**src/rtl/dvp_rx_pkg.sv**
```systemverilog
// Shared types and constants for the DVP RX frame-write scheduler.
// The pixel path is one packed word per AXI beat.
package dvp_rx_pkg;

    typedef enum logic [2:0] {
        ST_IDLE,
        ST_WAIT_SOF,
        ST_WAIT_DATA,
        ST_ADDR,
        ST_DATA,
        ST_RESP
    } sched_st_e;

    localparam logic [1:0] RESP_OKAY = 2'b00;

    function automatic int beat_bytes(input int data_w);
        return data_w / 8;
    endfunction

    // Bytes per beat for the default 32-bit pixel word.
    localparam int BEAT_BYTES = beat_bytes(32);

endpackage

```
**src/rtl/dvp_burst_wr.sv**
```systemverilog
// Single-outstanding AXI4 write burst engine: AW, then BURST_LEN W beats, then B.
// A start pulse is only honoured while idle; done/err pulse on the B handshake.
module dvp_burst_wr
    import dvp_rx_pkg::*;
#(
    parameter int ADDR_W    = 32,
    parameter int MST_ID_W  = 5,
    parameter int BURST_LEN = 16,
    parameter int AXI_ID    = 0
) (
    input  logic                clk,
    input  logic                rst,
    input  logic                i_start,
    input  logic [ADDR_W-1:0]   i_addr,
    output logic                o_done,
    output logic                o_err,
    output sched_st_e           o_state,
    output logic [ADDR_W-1:0]   o_awaddr,
    output logic                o_awvalid,
    input  logic                i_awready,
    output logic                o_wvalid,
    input  logic                i_wready,
    output logic                o_wlast,
    output logic                o_fifo_rd,
    input  logic [MST_ID_W-1:0] i_bid,
    input  logic [1:0]          i_bresp,
    input  logic                i_bvalid,
    output logic                o_bready
);

    localparam int BEAT_W = $clog2(BURST_LEN + 1);
    localparam logic [BEAT_W-1:0] LAST_BEAT = BEAT_W'(BURST_LEN - 1);

    sched_st_e          r_state;
    logic [ADDR_W-1:0]  r_awaddr;
    logic               r_awvalid;
    logic               r_wvalid;
    logic               r_bready;
    logic [BEAT_W-1:0]  r_beat;

    logic w_aw_hs;
    logic w_w_hs;
    logic w_b_hs;
    logic w_last;

    assign w_aw_hs = r_awvalid & i_awready;
    assign w_w_hs  = r_wvalid & i_wready;
    assign w_b_hs  = r_bready & i_bvalid;
    assign w_last  = (r_beat == LAST_BEAT);

    assign o_state   = r_state;
    assign o_awaddr  = r_awaddr;
    assign o_awvalid = r_awvalid;
    assign o_wvalid  = r_wvalid;
    assign o_wlast   = r_wvalid & w_last;
    assign o_fifo_rd = w_w_hs;
    assign o_bready  = r_bready;
    assign o_done    = w_b_hs;
    assign o_err     = w_b_hs & ((i_bresp != RESP_OKAY) || (i_bid != MST_ID_W'(AXI_ID)));

    always_ff @(posedge clk or posedge rst) begin
        if (rst) begin
            r_state   <= ST_IDLE;
            r_awaddr  <= '0;
            r_awvalid <= 1'b0;
            r_wvalid  <= 1'b0;
            r_bready  <= 1'b0;
            r_beat    <= '0;
        end else begin
            case (r_state)
                ST_IDLE: begin
                    if (i_start) begin
                        r_awaddr  <= i_addr;
                        r_awvalid <= 1'b1;
                        r_state   <= ST_ADDR;
                    end
                end
                ST_ADDR: begin
                    if (w_aw_hs) begin
                        r_awvalid <= 1'b0;
                        r_wvalid  <= 1'b1;
                        r_beat    <= '0;
                        r_state   <= ST_DATA;
                    end
                end
                ST_DATA: begin
                    if (w_w_hs) begin
                        r_beat <= r_beat + BEAT_W'(1);
                        if (w_last) begin
                            r_wvalid <= 1'b0;
                            r_bready <= 1'b1;
                            r_state  <= ST_RESP;
                        end
                    end
                end
                ST_RESP: begin
                    // No retry on error responses: the beat data is already consumed.
                    if (w_b_hs) begin
                        r_bready <= 1'b0;
                        r_state  <= ST_IDLE;
                    end
                end
                default: r_state <= ST_IDLE;
            endcase
        end
    end

endmodule

```
**src/rtl/dvp_frame_wr_sched.sv**
```systemverilog
// Frame-level write scheduler: waits for SOF, issues full bursts as the pixel FIFO
// fills, ping-pongs between two frame buffers and reports frame completion/errors.
module dvp_frame_wr_sched
    import dvp_rx_pkg::*;
#(
    parameter int DATA_W      = 32,
    parameter int ADDR_W      = 32,
    parameter int MST_ID_W    = 5,
    parameter int BURST_LEN   = 16,
    parameter int FRAME_WORDS = 153600,
    parameter int AXI_ID      = 0
) (
    input  logic                           clk,
    input  logic                           rst,
    input  logic                           cfg_en_i,
    input  logic [ADDR_W-1:0]              cfg_base0_i,
    input  logic [ADDR_W-1:0]              cfg_base1_i,
    input  logic                           sof_i,
    input  logic [$clog2(FRAME_WORDS):0]   fifo_lvl_i,
    input  logic [DATA_W-1:0]              fifo_rdata_i,
    output logic                           fifo_rd_o,
    output logic [MST_ID_W-1:0]            awid_o,
    output logic [ADDR_W-1:0]              awaddr_o,
    output logic [7:0]                     awlen_o,
    output logic                           awvalid_o,
    input  logic                           awready_i,
    output logic [DATA_W-1:0]              wdata_o,
    output logic                           wlast_o,
    output logic                           wvalid_o,
    input  logic                           wready_i,
    input  logic [MST_ID_W-1:0]            bid_i,
    input  logic [1:0]                     bresp_i,
    input  logic                           bvalid_i,
    output logic                           bready_o,
    output logic                           buf_sel_o,
    output logic                           frame_done_o,
    output logic                           err_o,
    output logic                           sof_drop_o,
    output sched_st_e                      dbg_state_o
);

    localparam int LVL_W = $clog2(FRAME_WORDS) + 1;
    localparam logic [LVL_W-1:0]  BURST_WORDS = LVL_W'(BURST_LEN);
    localparam logic [LVL_W-1:0]  FRAME_END   = LVL_W'(FRAME_WORDS);
    localparam logic [ADDR_W-1:0] STRIDE      = ADDR_W'(BURST_LEN * beat_bytes(DATA_W));

    sched_st_e          r_state;
    logic [ADDR_W-1:0]  r_addr;
    logic [LVL_W-1:0]   r_words;
    logic               r_buf_sel;
    logic               r_err;
    logic               r_frame_done;
    logic               r_sof_drop;

    logic               w_start;
    logic               w_burst_done;
    logic               w_burst_err;
    logic [LVL_W-1:0]   w_words_nxt;
    sched_st_e          w_eng_state;

    assign w_start     = (r_state == ST_WAIT_DATA) && (fifo_lvl_i >= BURST_WORDS);
    assign w_words_nxt = r_words + BURST_WORDS;

    assign awid_o       = MST_ID_W'(AXI_ID);
    assign awlen_o      = 8'(BURST_LEN - 1);
    assign wdata_o      = fifo_rdata_i;
    assign buf_sel_o    = r_buf_sel;
    assign err_o        = r_err;
    assign frame_done_o = r_frame_done;
    assign sof_drop_o   = r_sof_drop;
    // ST_ADDR in r_state means "burst in flight"; the engine knows the exact phase.
    assign dbg_state_o  = (r_state == ST_ADDR) ? w_eng_state : r_state;

    dvp_burst_wr #(
        .ADDR_W    (ADDR_W),
        .MST_ID_W  (MST_ID_W),
        .BURST_LEN (BURST_LEN),
        .AXI_ID    (AXI_ID)
    ) u_burst (
        .clk       (clk),
        .rst       (rst),
        .i_start   (w_start),
        .i_addr    (r_addr),
        .o_done    (w_burst_done),
        .o_err     (w_burst_err),
        .o_state   (w_eng_state),
        .o_awaddr  (awaddr_o),
        .o_awvalid (awvalid_o),
        .i_awready (awready_i),
        .o_wvalid  (wvalid_o),
        .i_wready  (wready_i),
        .o_wlast   (wlast_o),
        .o_fifo_rd (fifo_rd_o),
        .i_bid     (bid_i),
        .i_bresp   (bresp_i),
        .i_bvalid  (bvalid_i),
        .o_bready  (bready_o)
    );

    always_ff @(posedge clk or posedge rst) begin
        if (rst) begin
            r_state      <= ST_IDLE;
            r_addr       <= '0;
            r_words      <= '0;
            r_buf_sel    <= 1'b0;
            r_err        <= 1'b0;
            r_frame_done <= 1'b0;
            r_sof_drop   <= 1'b0;
        end else begin
            r_frame_done <= 1'b0;
            // Includes the burst-completion cycle: a frame in progress never restarts.
            r_sof_drop   <= sof_i && (r_state != ST_WAIT_SOF);
            if (w_burst_err) begin
                r_err <= 1'b1;
            end
            case (r_state)
                ST_IDLE: begin
                    if (cfg_en_i) begin
                        r_state <= ST_WAIT_SOF;
                    end
                end
                ST_WAIT_SOF: begin
                    if (sof_i) begin
                        r_addr  <= r_buf_sel ? cfg_base1_i : cfg_base0_i;
                        r_words <= '0;
                        r_state <= ST_WAIT_DATA;
                    end
                end
                ST_WAIT_DATA: begin
                    if (w_start) begin
                        r_state <= ST_ADDR;
                    end
                end
                ST_ADDR: begin
                    if (w_burst_done) begin
                        r_addr  <= r_addr + STRIDE;
                        r_words <= w_words_nxt;
                        if (w_words_nxt == FRAME_END) begin
                            r_frame_done <= 1'b1;
                            r_buf_sel    <= ~r_buf_sel;
                            r_state      <= cfg_en_i ? ST_WAIT_SOF : ST_IDLE;
                        end else begin
                            r_state <= ST_WAIT_DATA;
                        end
                    end
                end
                default: r_state <= ST_IDLE;
            endcase
        end
    end

endmodule

```
**config.mk**
```make
export PLATFORM = sky130hd
export DESIGN_NAME = dvp_frame_wr_sched
export DESIGN_NICKNAME = d
export VERILOG_FILES = /design/src/rtl/dvp_rx_pkg.sv /design/src/rtl/dvp_burst_wr.sv /design/src/rtl/dvp_frame_wr_sched.sv
export SDC_FILE = /design/constraint.sdc
export NUM_CORES = 1
export LEC_CHECK = 0
export ABC_AREA = 1
export CAP_MARGIN = 0
export CORE_MARGIN = 2
export CORE_UTILIZATION = 45
export DETAILED_ROUTE_END_ITERATION = 10
export GPL_TIMING_DRIVEN = 0
export PLACE_DENSITY = 0.78
export SYNTH_ARGS = -nofsm -noshare
export SYNTH_HDL_FRONTEND = slang
export SYNTH_SLANG_ARGS = --single-unit
```
**constraint.sdc**
```tcl
create_clock -name clk -period 3.6 [get_ports clk]
set_clock_uncertainty 0.1 [all_clocks]
set_input_delay 0.36 -clock clk [delete_from_list [all_inputs] [get_ports clk]]
set_output_delay 0.36 -clock clk [all_outputs]
set_load 0.1 [all_outputs]
```
# [After elaboration in Yosys (flattened, before gate mapping)]
# Cells that the tools add are included.
[word_totals] ff_bits=101 wordCells=98
[classes] add_sub_neg=3 magnitude_cmp=1 n_eq_ne=18 reduce_logical=20 muxes=37 bitwise=6
[ops] op="32-bit two-way mux" count=3
[ops] op="32-bit one-hot mux with 2 select lines" count=1
[ops] op="19-bit two-way mux" count=2
[ops] op="19-bit one-hot mux with 2 select lines" count=1
[ops] op="32-bit by 7-bit adder with 32-bit output, second input constant" count=1
[ops] op="3-bit two-way mux" count=9
[ops] op="3-bit one-hot mux with 4 select lines" count=2
[ops] op="19-bit by 5-bit adder with 19-bit output, second input constant" count=1
[ops] op="19-bit by 18-bit equality test with 1-bit output, second input constant" count=1
[ops] op="19-bit by 5-bit >= comparator with 1-bit output, second input constant" count=1
[ops] op="1-bit two-way mux" count=12
[ops] op="2-bit by 1-bit inequality test with 1-bit output, second input constant" count=6
[ops] op="3-bit AND reduction" count=4
[ops] op="4-bit AND reduction" count=3
[ops] op="5-bit two-way mux" count=2
[ops] op="5-bit one-hot mux with 2 select lines" count=1
[ops] op="2-bit nonzero test" count=5
[ops] op="3-bit by 2-bit equality test with 1-bit output, second input constant" count=3
[ops] op="3-bit equality test, second input constant" count=2
[ops] op="3-bit logical NOT" count=2
[ops] op="2-bit inequality test, second input constant" count=3
[ops] op="1-bit one-hot mux with 2 select lines" count=3
[ops] op="5-bit by 1-bit adder with 5-bit output, second input constant" count=1
[ops] op="1-bit bitwise AND" count=5
[ops] op="other kinds (10)" count=11

# [Depth between registers and ports, before layout]
# Gate-level depths: netlist of the first run.
[logic_depth] word_depth=5 depth_mapped=13 ltp_nobuf=13

# [By module]
# A second synthesis of the first run with hierarchy kept.
[unflattened] cells_unflattened=799 area_unflattened_um2=5921.9
[modules_own_cells] module="dvp_frame_wr_sched" n_inst=1 area_per_inst_um2=3941.3 cells_per_inst=569
[modules_own_cells] module="dvp_burst_wr" n_inst=1 area_per_inst_um2=1980.6 cells_per_inst=230

# [Worst setup path before layout of the first run]
# Ideal clock, no wire load.
[synth_timing] kind="flip-flop to output port" start="register r_state[1]" end="output port dbg_state_o[2]" path_stages_with_launch=5 setup_slack_ps=970 n_path_buf=2 required_time_ps=3140 arrival_time_ps=2170 cell_sequence="dfrtp_1 -> nand2_1 -> clkbuf_1 -> clkbuf_1 -> nor2_1"
[synth_via] elab_chain_len=2
[synth_lines] element="start: declaration" line="dvp_frame_wr_sched.sv:47" source="sched_st_e r_state;"
[synth_lines] element="start signal: assignment" line="dvp_frame_wr_sched.sv:141" source="r_state <= cfg_en_i ? ST_WAIT_SOF : ST_IDLE;"
[synth_lines] element="3-bit by 2-bit equality test with 1-bit output" line="dvp_frame_wr_sched.sv:72" source="assign dbg_state_o = (r_state == ST_ADDR) ? w_eng_state : r_state;"
[synth_lines] element="3-bit two-way mux" line="dvp_frame_wr_sched.sv:72"
[synth_lines] element="end: declaration" line="dvp_frame_wr_sched.sv:39" source="output sched_st_e dbg_state_o"
# No other way between the ends.

# [Worst setup path after layout of the first run]
# Same ends and word-level chain as after synthesis.

==> impl_metrics.tcl, run 1 <==
set metrics [dict create \
    status "completed" \
    io_buffers 168 \
    hold_viol_final 0 \
    path_max_fanout 10 \
    combPwrFrac_pct 61.5 \
    synthXorXnorAreaFrac_pct 1.04 \
    synthAdderAreaFrac_pct 1.06 \
    syn_to_final_growth_pct 38.3 \
    fmax_mhz 317 \
    internal_power_mw 3.34 \
    nets 1117 \
    synth_compound_area_share_pct 16.3 \
    cts-htree-levels 3 \
    peakVddDrop_mv 0.335 \
    synth_area_per_cell_um2 7.43 \
    via_per_inst 5.11 \
    clk-insertion-delay-late_ns 0.35 \
    ys_ff_latch 96 \
    fin_util_pct 64.3 \
    fin_setup_tns_ns 0 \
    grt_pass1_wl_mm 27.4 \
    seq_area_frac_synth_pct 40.8 \
    firstDrtPassIters 5 \
    io_pins 218 \
    drv_slew 0 \
    grt_setup_unrepaired "no" \
    setup_viol 0 \
    p_sw_share_pct 55.4 \
    cts_tree "built" \
    ctsHoldBuffers 0 \
    rows 41 \
    pwr-share-clk_pct 12.6 \
    postCtsResizedCells 0 \
    cp_data_required_time_ns 3.14 \
    netlist_area_um2 5890 \
    core_um2 12700 \
    synth_top_family_by_area "simple AND/OR/NAND/NOR gates" \
    dp_hpwl_mm 12.8 \
    endpoint_kind "primary output" \
    crit_arrival_ns 2.69 \
    dieArea_um2 14000 \
    finalWirelength_mm 16.9 \
    vias 5927 \
    ant_nets 0 \
    period_share_pct 87.5 \
    post-route-min-period_ns 3.15 \
    ys_warn_count 0 \
    routedWlPerCell_um 14.6 \
    numCtsBuffers 9 \
    hp-class "input pin to asynchronous set/reset pin" \
    antennaDiodeCount 0 \
    track_usage_pct 24.3 \
    overflow 0 \
    grt_max_degree 60 \
    cts_buffer_depth 2 \
    ys_types 43 \
    synthMuxAreaShare_pct 0.170 \
    start_util_pct 46.5 \
    cts.sinks 96 \
    antenna_found_initial 0 \
    cp-start-kind "flop" \
    synthCells 792 \
    drtIter0Drc 263 \
    clk_pin_slew_worst_paths_ns 0.07 \
    first_global_vias 5701 \
    max_slew_margin_pct 33.3 \
    cts_setup_buffers 0 \
    seqPwrFrac_pct 25.9 \
    die_h_um 118 \
    power_density_nw_per_um2 918 \
    p_switching_mw 4.14 \
    cts_root_buffer "clkbuf_16" \
    p_leak_nw 3.75 \
    place.gp.congestion 0.988 \
    yosys.area_share.simple_pct 26.4 \
    drive_above_1_share_pct 14.0 \
    tightestPinTransition_ns 0.997 \
    die_w_um 118 \
    path_class "flop to primary output" \
    drc 0 \
    maxCapViolations 0 \
]
[path summary, 6_finish.rpt]
| path | startpoint | slack, ns | end | cells past startpoint |
|---|---|---|---|---|
| setup / recovery | r_state[1]$_DFFE_PP0P_ | 0.45 | dbg_state_o[2] | 5 |
| hold / removal | rst | 0.28 | u_burst.o_awaddr[5]$_DFFE_PP0P_ | 2 |
| setup reg to reg | r_state[1]$_DFFE_PP0P_ | 1.33 | r_addr[7]$_DFFE_PP0P_ | 6 |
| hold reg to reg | err_o$_DFFE_PP0P_ | 0.38 | err_o$_DFFE_PP0P_ | 1 |
| max in group asynchronous | rst | 2.44 | r_addr[24]$_DFFE_PP0P_ | 3 |
| min in group clk | err_o$_DFFE_PP0P_ | 0.38 | err_o$_DFFE_PP0P_ | 1 |
[per-stage QoR]
step	total power, mW	cell area, um^2	worst slack, ns	cells	hold WS, ns
6_report	7.48	8140	0.449	1160	0.283
3_3_place_gp	6.45	7830	-0.887	1143	0.355
5_1_grt	7.92	8140	0.402	1160	0.346
4_1_cts	7.47	8140	0.0666	1160	0.307
2_1_floorplan	5.40	5930	0.635	803	0.368
3_5_place_dp	6.53	7860	0.471	1144	0.363
[flip-flops by register name (all words and copies together) (netlist names), 2 cells and up]
name	flops
r_addr	32
r_state	2
r_words	15
u_burst.o_awaddr	32
u_burst.o_state	3
u_burst.r_beat	5
[placed cells by master, fill, tap and decap left out, types with 4 or more instances in the layout]
master	synthesis	layout
inv_6	0	4
inv_2	4	4
xor2_1	6	6
inv_1	81	80
clkbuf_1	14	14
a31oi_1	8	8
nand3_1	30	30
o21ai_0	58	58
buf_4	46	46
clkdlybuf4s50_1	0	167
nand2_2	8	8
buf_2	6	6
ha_1	5	5
clkbuf_16	0	9
o21ai_1	4	4
buf_6	5	5
nor2_1	104	104
nand2_1	177	177
a21oi_1	28	28
nor2_2	10	10
conb_1	2	13
nand4_1	13	13
nor3_1	11	11
o21ai_2	31	31
dfrtp_1	96	96
o22ai_1	19	19
[routing by layer]
| metal | GRT usage (%) | share of wire, % |
|---|---|---|
| met5 | 0 | 0 |
| met3 | 3.14 | 7.1 |
| met4 | 9.82 | 2.7 |
| met1 | 31.7 | 43 |
| met2 | 40.7 | 47 |
[power groups by stage]
stage	Combinational (mW)	Sequential (mW)	Clock, mW
2_1_floorplan	2.21	3.19	0
4_1_cts	4.60	1.93	0.944
3_5_place_dp	4.59	1.95	0
6_report	4.60	1.94	0.941
5_1_grt	4.93	2.00	0.998
3_3_place_gp	4.52	1.93	0
[layout make-up]
class                      count  area, um^2
fill                        1118        4530
clock inverter                 7        58.8
inverter                      87         329
buffer                        72         499
multi-input combinational    548        2700
clock buffer                   9         225
timing repair buffer         169        1710
sequential                    96        2400
tap                          172         215
[synth_stat cells, drive strengths merged]
master	n	share of area, %
dfrtp	96	41
a21boi	1	0.13
and2	1	0.11
ha	5	1.1
a41oi	1	0.15
nand2	186	12
xor2	6	0.89
a21oi	29	2.5
a22oi	1	0.13
a31oi	8	0.85
buf	58	7.6
o31ai	3	0.38
clkinv	2	0.13
mux2i	1	0.17
o22ai	19	2.0
nor2	115	7.9
or2	3	0.32
o211ai	1	0.13
o21ai	93	9.9
o32ai	1	0.15
nor4	1	0.11
nor3b	1	0.13
conb	2	0.13
clkbuf	14	0.89
nor3	14	1.4
nand4	13	1.4
nand3	31	2.7
inv	85	5.4
xnor2	1	0.15
[cell families after synthesis]
family                     after synthesis
AOI/OAI and AO/OA                      157
xor gates and xnor gates                 7
adders and majority gates                5
buffers and inverters                  159
DFF                                     96
muxes                                    1
other                                    2
and+or+nand+nor                        365
[worst max-delay path, cell delays in order (launching register included)]
cell and delay, ns:
dfrtp_1 0.45, nand2_1 0.18, clkbuf_1 0.32, clkbuf_1 0.37, nor2_1 0.23, dlymetal6s2s_1 0.78
(Power assumes the default switching activity.)
==> run 2: changes to the inputs <==
Settings changed: CAP_MARGIN 0 to not set.
==> results of run 2 <==
Same layout as run 1: the final DEF is identical, and so are final timing and power.
==> run 3: changes to the inputs <==
Settings changed: RECOVER_POWER set to 25.
==> impl_metrics.tcl, run 3 (synthesis gave the netlist of run 1 again) <==
set metrics [dict create \
    status "finished with violations" \
    failed_checks "max-capacitance violations, max-slew violations" \
    tightestPinTransition_ns 1.76 \
    place_ws_ns 0.471 \
    peakVddDrop_mv 0.335 \
    dieArea_um2 14000 \
    crit_path_frequent_cell "clkbuf_1" \
    cp_data_required_time_ns 3.14 \
    routedWlPerCell_um 14.5 \
    max_stage_delay_ns 0.78 \
    track_usage_pct 24.3 \
    place.gp.congestion 0.988 \
    path_max_fanout 10 \
    path_class "flop to primary output" \
    layout_common_cells "177 x nand2_1, 166 x clkdlybuf4s50_1, 104 x nor2_1" \
    firstDrtPassIters 5 \
    crit_family "buffers and inverters" \
    first_global_vias 5701 \
    syn_to_final_growth_pct 38.3 \
    setup_slack_ns 0.448 \
    path_cells "nand2_1 > clkbuf_1 > clkbuf_1 > nor2_1 > dlymetal6s2s_1" \
    core_um2 12700 \
    hold_viol_final 0 \
    cts.sinks 96 \
    cts_buffer_depth 2 \
    drc 0 \
    post-route-min-period_ns 3.15 \
    numCtsBuffers 9 \
    cp-start-kind "flop" \
    dp_hpwl_mm 12.8 \
    overflow 0 \
    max_slew_margin_pct -18.2 \
    die_h_um 118 \
    start_util_pct 46.5 \
    nets 1117 \
    clk_pin_slew_worst_paths_ns 0.07 \
    io_pins 218 \
    io_buffers 168 \
    final_common_cell "nand2_1" \
    finalWirelength_mm 16.9 \
    power_density_nw_per_um2 918 \
    clk-insertion-delay-late_ns 0.35 \
    fin_util_pct 64.2 \
    crit_buf_inv 3 \
    drv_slew 38 \
    crit_arrival_ns 2.69 \
    ctsHoldBuffers 0 \
    fmax_mhz 317 \
    p_leak_nw 3.74 \
    grt_setup_unrepaired "no" \
    drtIter0Drc 263 \
    via_per_inst 5.10 \
    vias 5921 \
    setup_viol 0 \
    hp-class "flop to flop" \
    maxCapViolations 1 \
    cts_root_buffer "clkbuf_16" \
    ff2ff_setup_slack_ns 1.34 \
    endpoint_kind "primary output" \
    antennaDiodeCount 0 \
    grt_max_degree 60 \
    ant_nets 0 \
    grt_pass1_wl_mm 27.4 \
    period_share_pct 87.6 \
    rows 41 \
    drive_above_1_share_pct 14.0 \
    cts-htree-levels 3 \
    fin_setup_tns_ns 0 \
    cts_tree "built" \
    crit_slowest_cell "dlymetal6s2s_1" \
    antenna_found_initial 0 \
    die_w_um 118 \
]
==> run 3: cell types whose count changed in the layout (fill, tap and decap cells not counted) <==
cell | before | now
clkinvlp_2 | 0 | 1
dlygate4sd3_1 | 0 | 1
inv_4 | 1 | 0
clkdlybuf4s50_1 | 167 | 166
==> run 3: cell type report <==
type                    count  area, um^2
plain buffers              72         499
clock buffers               9         225
clock inverters             7        58.8
fillers                  1119        4530
inverters                  87         328
multi-input cells         548        2700
flip-flops and latches     96        2400
well taps                 172         215
repair buffers            169        1710
==> run 3: report_power, final <==
group	total (mW)	leakage [nW]	switching (mW)	internal, mW
clock	0.940	0.139	0.457	0.483
combinational	4.60	2.43	3.31	1.29
sequential	1.94	1.18	0.375	1.56
total	7.48	3.74	4.14	3.34
==> run 3: path summary, 6_finish.rpt <==
kind | start | end | depth (start not counted)
max | r_state[1]$_DFFE_PP0P_ | dbg_state_o[2] | 5
min | err_o$_DFFE_PP0P_ | err_o$_DFFE_PP0P_ | 1
max reg2reg | r_state[1]$_DFFE_PP0P_ | r_addr[7]$_DFFE_PP0P_ | 6
min reg2reg | err_o$_DFFE_PP0P_ | err_o$_DFFE_PP0P_ | 1
max in group asynchronous | rst | r_addr[24]$_DFFE_PP0P_ | 3
min in group asynchronous | rst | u_burst.o_awaddr[5]$_DFFE_PP0P_ | 2
==> run 3: timing repair <==
action,CTS,global route
resized for setup,0,1
endpoints found under the setup margin,0,1
buffers inserted,0,0
==> run 3: per-layer routing <==
metal | GRT usage, % | up-vias | wire length, um
met5 | 0 | - | 0
met4 | 9.82 | 0 | 450
met3 | 3.14 | 33 | 1260
met2 | 40.7 | 261 | 8020
met1 | 31.7 | 2731 | 7140
li1 | - | 2896 | -
==> run 3: per-stage QoR <==
stage	instances	hold WS (ns)	cell area [um^2]	power, mW
floorplan	803	0.368	5930	5.40
global placement	1143	0.355	7830	6.45
detailed placement	1144	0.363	7860	6.53
CTS	1160	0.307	8140	7.47
global route	1160	0.394	8140	7.92
finish	1160	0.377	8140	7.48
